===== config.mk =====
export PLATFORM = sky130hd
export DESIGN_NAME = write_arbiter
export DESIGN_NICKNAME = d
export VERILOG_FILES = /design/src/rtl/sort_circuit_pkg.sv /design/src/rtl/rr_pick.sv /design/src/rtl/write_arbiter.sv
export SDC_FILE = /design/constraint.sdc
export NUM_CORES = 1
export LEC_CHECK = 0
export ABC_AREA = 1
export ABC_CLOCK_PERIOD_IN_PS = 1800
export CORE_AREA = 2 2 134 136
export CTS_CLUSTER_DIAMETER = 30
export DETAILED_ROUTE_END_ITERATION = 10
export DIE_AREA = 0 0 136 138
export PLACE_DENSITY = 0.69
export SLEW_MARGIN = 20
export SYNTH_ARGS = -nofsm -noshare
export SYNTH_HDL_FRONTEND = slang
export SYNTH_SLANG_ARGS = --single-unit

===== constraint.sdc =====
create_clock -name clk -period 1.8 [get_ports clk]
set_input_delay 0.45 -clock clk [delete_from_list [all_inputs] [get_ports clk]]
set_output_delay 0.45 -clock clk [all_outputs]
set_load 0.05 [all_outputs]

===== src/rtl/sort_circuit_pkg.sv =====
// rtl/sort_circuit_pkg.sv - shared types and constants for the sorter write path
package sort_circuit_pkg;

   typedef enum logic [1:0] {
      IDLE  = 2'd0,
      ISSUE = 2'd1,
      WAIT  = 2'd2
   } arb_state_t;

   localparam int RESP_OKAY = 0;

endpackage


===== src/rtl/rr_pick.sv =====
// rtl/rr_pick.sv - combinational round-robin picker, first request after last_grant wins
module rr_pick #(
   parameter int NUM_REQ  = 4,
   parameter int IDX_WDTH = 2
) (
   input  logic [NUM_REQ-1:0]  req,
   input  logic [IDX_WDTH-1:0] last_grant,
   output logic                valid,
   output logic [IDX_WDTH-1:0] idx
);

   logic [NUM_REQ-1:0]   mask;
   logic [2*NUM_REQ-1:0] dbl;

   // Lower half keeps only requesters above last_grant; the unmasked upper half
   // supplies the wrap-around, so the lowest set bit overall is the rr winner.
   always_comb begin
      mask = '0;
      for (int i = 0; i < NUM_REQ; i++) begin
         mask[i] = (i > int'(last_grant));
      end
      dbl   = {req, req & mask};
      valid = |req;
      idx   = '0;
      for (int j = 2*NUM_REQ-1; j >= 0; j--) begin
         if (dbl[j]) begin
            idx = IDX_WDTH'(j % NUM_REQ);
         end
      end
   end

endmodule


===== src/rtl/write_arbiter.sv =====
// rtl/write_arbiter.sv - round-robin arbiter sharing one write_submodule between requesters
module write_arbiter
   import sort_circuit_pkg::*;
#(
   parameter int NUM_REQ   = 4,
   parameter int ADDR_WDTH = 32,
   parameter int DATA_WDTH = 32,
   parameter int RESP_WDTH = 2,
   parameter int ERR_WDTH  = 8
) (
   input  logic                           clk,
   input  logic                           rst_n,
   input  logic [NUM_REQ-1:0]             req_valid,
   input  logic [NUM_REQ*DATA_WDTH-1:0]   req_data,
   input  logic [NUM_REQ*ADDR_WDTH-1:0]   req_addr,
   output logic [NUM_REQ-1:0]             req_done,
   output logic [RESP_WDTH-1:0]           req_resp,
   output logic                           wr_start,
   output logic [DATA_WDTH-1:0]           wr_data,
   output logic [ADDR_WDTH-1:0]           wr_addr,
   input  logic                           wr_done,
   input  logic [RESP_WDTH-1:0]           wr_resp,
   output logic                           busy,
   output logic [$clog2(NUM_REQ)-1:0]     grant_idx,
   output logic [ERR_WDTH-1:0]            err_count
);

   localparam int                  IDX_WDTH = $clog2(NUM_REQ);
   localparam logic [ERR_WDTH-1:0] ERR_MAX  = '1;

   arb_state_t            state;
   logic [IDX_WDTH-1:0]   last_grant;
   logic                  pick_valid;
   logic [IDX_WDTH-1:0]   pick_idx;
   logic [DATA_WDTH-1:0]  pick_data;
   logic [ADDR_WDTH-1:0]  pick_addr;
   logic                  resp_err;

   rr_pick #(
      .NUM_REQ  (NUM_REQ),
      .IDX_WDTH (IDX_WDTH)
   ) u_pick (
      .req        (req_valid),
      .last_grant (last_grant),
      .valid      (pick_valid),
      .idx        (pick_idx)
   );

   always_comb begin
      pick_data = '0;
      pick_addr = '0;
      for (int i = 0; i < NUM_REQ; i++) begin
         if (pick_idx == IDX_WDTH'(i)) begin
            pick_data = req_data[i*DATA_WDTH +: DATA_WDTH];
            pick_addr = req_addr[i*ADDR_WDTH +: ADDR_WDTH];
         end
      end
   end

   assign resp_err = (wr_resp != RESP_WDTH'(RESP_OKAY));
   assign wr_start = (state == ISSUE);
   assign busy     = (state != IDLE);

   // last_grant starts at the top index so requester 0 wins the first round.
   always_ff @(posedge clk) begin
      if (!rst_n) begin
         state      <= IDLE;
         last_grant <= IDX_WDTH'(NUM_REQ-1);
         grant_idx  <= '0;
         wr_data    <= '0;
         wr_addr    <= '0;
         req_done   <= '0;
         req_resp   <= '0;
         err_count  <= '0;
      end else begin
         req_done <= '0;
         case (state)
            IDLE: begin
               if (pick_valid) begin
                  grant_idx <= pick_idx;
                  wr_data   <= pick_data;
                  wr_addr   <= pick_addr;
                  state     <= ISSUE;
               end
            end
            ISSUE: begin
               state <= WAIT;
            end
            WAIT: begin
               if (wr_done) begin
                  req_done   <= NUM_REQ'(1) << grant_idx;
                  req_resp   <= wr_resp;
                  last_grant <= grant_idx;
                  if (resp_err && (err_count != ERR_MAX)) begin
                     err_count <= err_count + ERR_WDTH'(1);
                  end
                  state <= IDLE;
               end
            end
            default: begin
               state <= IDLE;
            end
         endcase
      end
   end

endmodule

# Yosys cells after proc, flatten, opt, wreduce, memory -nomap -nowiden
# Index checks and enable logic that the tools add are counted.
[op_classes]
n_eq_ne = 8
n_mux = 19
bitwise_logic = 1
n_addsub = 1
n_reduce_logical = 11
shifts = 1
magnitude_cmp = 3
[ops]
columns = ["op", "n"]
rows = [
  ["32-bit 2-to-1 mux", 8],
  ["2-bit 2-to-1 mux", 10],
  ["8-bit by 1-bit adder with 8-bit output, second input constant", 1],
  ["8-bit inequality test, second input constant", 1],
  ["2-bit equality test, second input constant", 3],
  ["2-bit case mux with 3 select lines", 1],
  ["2-bit AND reduction", 3],
  ["3-bit AND reduction", 2],
  ["4-bit bitwise AND", 1],
  ["2-bit by 1-bit equality test with 1-bit output, second input constant", 2],
  ["2-bit greater-than comparator, first input constant", 2],
  ["2-bit zero test", 2],
  ["2-bit inequality test, second input constant", 2],
  ["2-bit nonzero test", 2],
  ["4-bit OR reduction", 1],
  ["1-bit by 2-bit << shifter with 4-bit output, first input constant", 1],
  ["1-bit by 2-bit greater-than comparator with 1-bit output, first input constant", 1],
  ["1-bit logical AND", 1],
]
[word_totals]
input_bits = 265
regBits = 84
elab_cells = 52

# Depth between registers and ports, before layout
[logic_depth]
word_depth = 13
depth_mapped = 14
depth_no_buf = 12

# Modules after synthesis
# From an unflattened synthesis, not the netlist that was laid out.
[unflattened]
hier_cells = 722
hier_area_um2 = 4659.5
[by_module_without_submodules]
columns = ["module", "area_each_um2", "cells_per_inst", "instances", "seq_area_each_um2"]
rows = [
  ["write_arbiter", 4569.4, 701, 1, 1681.6],
  ["rr_pick", 90.1, 21, 1, 0.0],
]

# Worst setup path before layout
# No wires, ideal clock.
[synth_timing]
path_kind = "reg2reg"
from = "register err_count[1]"
to = "register err_count[7]"
setup_ns = 0.118
period_less_slack_ns = 1.847
slack_ns = -0.047
n_path_buf = 0
stages_incl_launch_ff = 11
arrival_time_ns = 1.730
required_ns = 1.682
cell_sequence = "dfxtp_1 ha_1 nand3_1 nor2_1 nand3_1 nand2_1 inv_1 nand2_1 nor2_1 a31oi_1 nor2_1"
[synth_between]
elab_chain_len = 3
[synth_lines]
columns = ["item", "line_no", "rtl"]
rows = [
  ["from (decl)", "write_arbiter.sv:25", "output logic [ERR_WDTH-1:0] err_count"],
  ["from (signal assigned)", "write_arbiter.sv:95", "err_count <= err_count + ERR_WDTH'(1);"],
  ["parallel branches: the longest is 3 deep, another holds 8-bit by 1-bit adder with 8-bit output", "n/a", ""],
]
# Several ways; the timed one is not identified.
# A chain may end at the register's enable or synchronous reset.

# Worst setup path in the final report
[layout_timing]
from = "input port req_valid[3]"
to = "register wr_data[7]"
[layout_between]
elab_chain_len = 13
[layout_lines]
columns = ["item", "line_no", "rtl"]
rows = [
  ["from (decl)", "write_arbiter.sv:13", "input logic [NUM_REQ-1:0] req_valid,"],
  ["2-bit 2-to-1 mux (8 in a row)", "rr_pick.sv:26", "if (dbl[j]) begin"],
  ["2-bit zero test", "write_arbiter.sv:53", "if (pick_idx == IDX_WDTH'(i)) begin"],
  ["32-bit 2-to-1 mux (4 in a row)", "write_arbiter.sv:53", ""],
  ["to (signal assigned)", "write_arbiter.sv:81", "wr_data <= pick_data;"],
  ["to (decl)", "write_arbiter.sv:19", "output logic [DATA_WDTH-1:0] wr_data,"],
]
# Several ways; a longest one is shown, not always the timed one.

==> flow_summary_export.csv <==
group,metric,value,unit
power_and_ir_drop,powerDensity,803,nW/um^2
detailed_routing,ant_nets,0,
yosys,netlist_area,5170,um^2
detailed_routing,vias,7156,
yosys,yosysSeqAreaShare,0.326,
clocking,root_buffer,"clkbuf_16",
die,die_area,18800,um^2
cells_and_area,syn_to_final_growth,85.8,%
clocking,cts_buffers,9,
cells_and_area,diodes,0,
cells_and_area,final_nets,1459,
die,io_pins,347,
worst_setup_path,reg2reg_to,"wr_data[7]",
yosys,synth_area_per_cell,6.12,um^2
yosys,synth_fp_nets,1110,
sta,min_period,1.74,ns
worst_setup_path,crit_start,"req_valid[3]",
sta,fin_crit_sh,0.968,
sta,setup_viol,0,
yosys,synth_cells,844,
yosys,synth_top_cell_by_area,"dfxtp_1",
placement,place_congestion,0.885,
job,max_cap_viol_count,0,
worst_setup_path,critPathKind,"in -> reg",
sta,max_freq,574,MHz
sta,rsz0062_at_grt,"false",
sta,hold_slack,0.465,ns
sta,worst_pin_slew,0.294,ns
die,start_util,0.295,
detailed_routing,wl_per_cell,17.2,um
sta,tns,0,ns
clocking,htree_levels,3,
detailed_routing,vias_per_cell,5.01,
sta,slew_headroom,0.804,
yosys,synth_top_area_share,0.326,
clocking,cts_tree,"built",
worst_setup_path,required,2.03,ns
detailed_routing,drcViolationCount,0,
placement,dpl_worst_slack,-0.527,ns
placement,dp_hpwl,17.6,mm
global_route,overflow,0,
worst_setup_path,worstPathArrival,1.97,ns
sta,finalMaxSlewViolations,0,
power_and_ir_drop,leakagePower,4.12,nW
cells_and_area,layout.cells.non_filler,1427,
worst_setup_path,path_max_fanout,34,
detailed_routing,drt_iter0_markers,452,
sta,hold_viol_final,0,
sta,layout_setup_ws,0.0567,ns
yosys,yosys_warnings,0,
yosys,netlist-cell-type-count,30,
yosys,synth_seq_cells,84,
global_route,grt_pass1_wl,36.2,mm
worst_setup_path,rr_startpoint,"last_grant[0]",
worst_setup_path,end_kind,"flop",
global_route,grt_start_max_net_pins,48,
worst_setup_path,worst_r2r_path_depth,10,
power_and_ir_drop,ir_worst_vdd,0.419,mV
hold_path,hp-class,"reg -> reg",
yosys,yosys-top-cells-area,"dfxtp_1, nand2_1, nand3_1, nor2_1, a21oi_1",
global_route,first_global_vias,6608,
detailed_routing,routed_wl,24.5,mm
yosys,synthFlopType,"dfxtp_1",
placement,numPlacedInstances,1402,
cells_and_area,finish.utilization,0.547,
cells_and_area,final_layout_size_suffix_gt1_frac,0.162,
sta,clock_skew,0.00645,ns
placement,port-buffer-count,346,
clocking,cts.sinks,84,
global_route,grt_use_total,0.248,
clocking,clk_latency,0.34,ns
worst_setup_path,crit_end,"wr_data[7]",
die,core_area,17500,um^2
placement,dpl-instance-area,8940,um^2
clocking,cts.reportedPaths.clkPinSlew,0.06,ns
power_and_ir_drop,power,7.71,mW
detailed_routing,first_pass_iters,5,
cells_and_area,final_area,9600,um^2
status,status,"completed",
clocking,clk_path_buf_depth,2,
yosys,synthTopCellsByCount,"nand2_1, nor2_1, nand3_1",
yosys,async_reset_ff_frac,0,
yosys,yosysMostFrequentCell,"nand2_1",
yosys,synth_edf_count,0,
die,fp.dieH,138,um
die,row_count,49,
die,die_w,136,um
global_route,antenna_found_initial,0,
worst_setup_path,start_kind,"input port",
worst_setup_path,rrSetupSlack,0.09,ns
## repair_timing
| action | in CTS | in global routing |
|---|---|---|
| gates resized for setup | 26 | 19 |
| pin swaps | 3 | 5 |
| gates cloned | 4 | 2 |
| hold buffers | 0 | 0 |
| endpoints found under the setup margin | 64 | 67 |
| buffers inserted | 3 | 0 |
## sequential cells by signal, summed over array words and instances, names as in the netlist
register / cells
req_done: 4
req_resp: 2
wr_addr: 32
last_grant: 2
wr_data: 32
grant_idx: 2
err_count: 8
state: 2
## cells in the final DEF, fill, tap and decap left out, types with 2 or more instances in the layout
master	count
a21oi_1	98
a21oi_2	6
buf_12	18
buf_16	2
buf_4	112
buf_6	5
bufinv_16	2
clkbuf_16	11
clkdlybuf4s50_1	260
clkinv_4	2
dfxtp_1	80
dfxtp_2	4
dlygate4sd2_1	3
inv_1	25
inv_2	3
inv_4	2
inv_6	3
nand2_1	193
nand2_2	5
nand2_4	3
nand3_1	129
nand3_2	2
nand4_1	53
nor2_1	142
nor2_2	3
nor2_4	2
nor3_1	2
o21a_1	2
o21ai_0	8
o21ai_1	4
## routing by layer
metal  global-route usage  routed length (um)
met5                    0                   0
met4                0.101                 844
met3               0.0561                1850
met2                0.418               12000
met1                0.302                9830
## worst max-delay path, stage by stage
cell	delay, ns
dlygate4sd2_1	0.28
nor2_2	0.09
a21oi_2	0.24
nand2_8	0.15
nor2_8	0.17
inv_4	0.07
buf_12	0.17
nor2_1	0.12
nor2_1	0.05
nand2_1	0.09
a21oi_1	0.07
## logic make-up (layout without fill, tap and decap cells)
family,count (synthesis),after routing,share of synthesized area
and+or+nand+nor,540,540,0.460
adders and majority gates,1,1,0.00242
AOI/OAI and AO/OA,120,121,0.122
xor gates and xnor gates,1,1,0.00170
buffers and inverters,98,451,0.0882
DFF,84,84,0.326
## area by class of cell
class / count / area, um^2
clock buffer: 9 / 225
clock inverter: 7 / 104
fill: 1739 / 7940
inverter: 31 / 134
multi-input combinational: 663 / 3130
sequential: 84 / 1690
tap: 229 / 287
timing repair buffer: 404 / 4040
## where the power goes
group          internal (mW)  switching, mW  leakage, nW
combinational           1.47           1.94         3.27
sequential              2.07          0.122        0.690
clock                   1.24          0.871        0.161
## worst min-delay path by stage
stage,start,endpoint,slack (ns),cells past startpoint
detailed placement,wr_addr[16],wr_addr[16],0.46,2
finish,wr_data[8],wr_data[8],0.46,2
floorplan,last_grant[1],last_grant[1],0.46,2
global placement,req_resp[0],req_resp[0],0.45,2
CTS,wr_addr[16],wr_addr[16],0.47,2
global route,wr_addr[14],wr_addr[14],0.48,2
(Power assumes the default switching activity.)
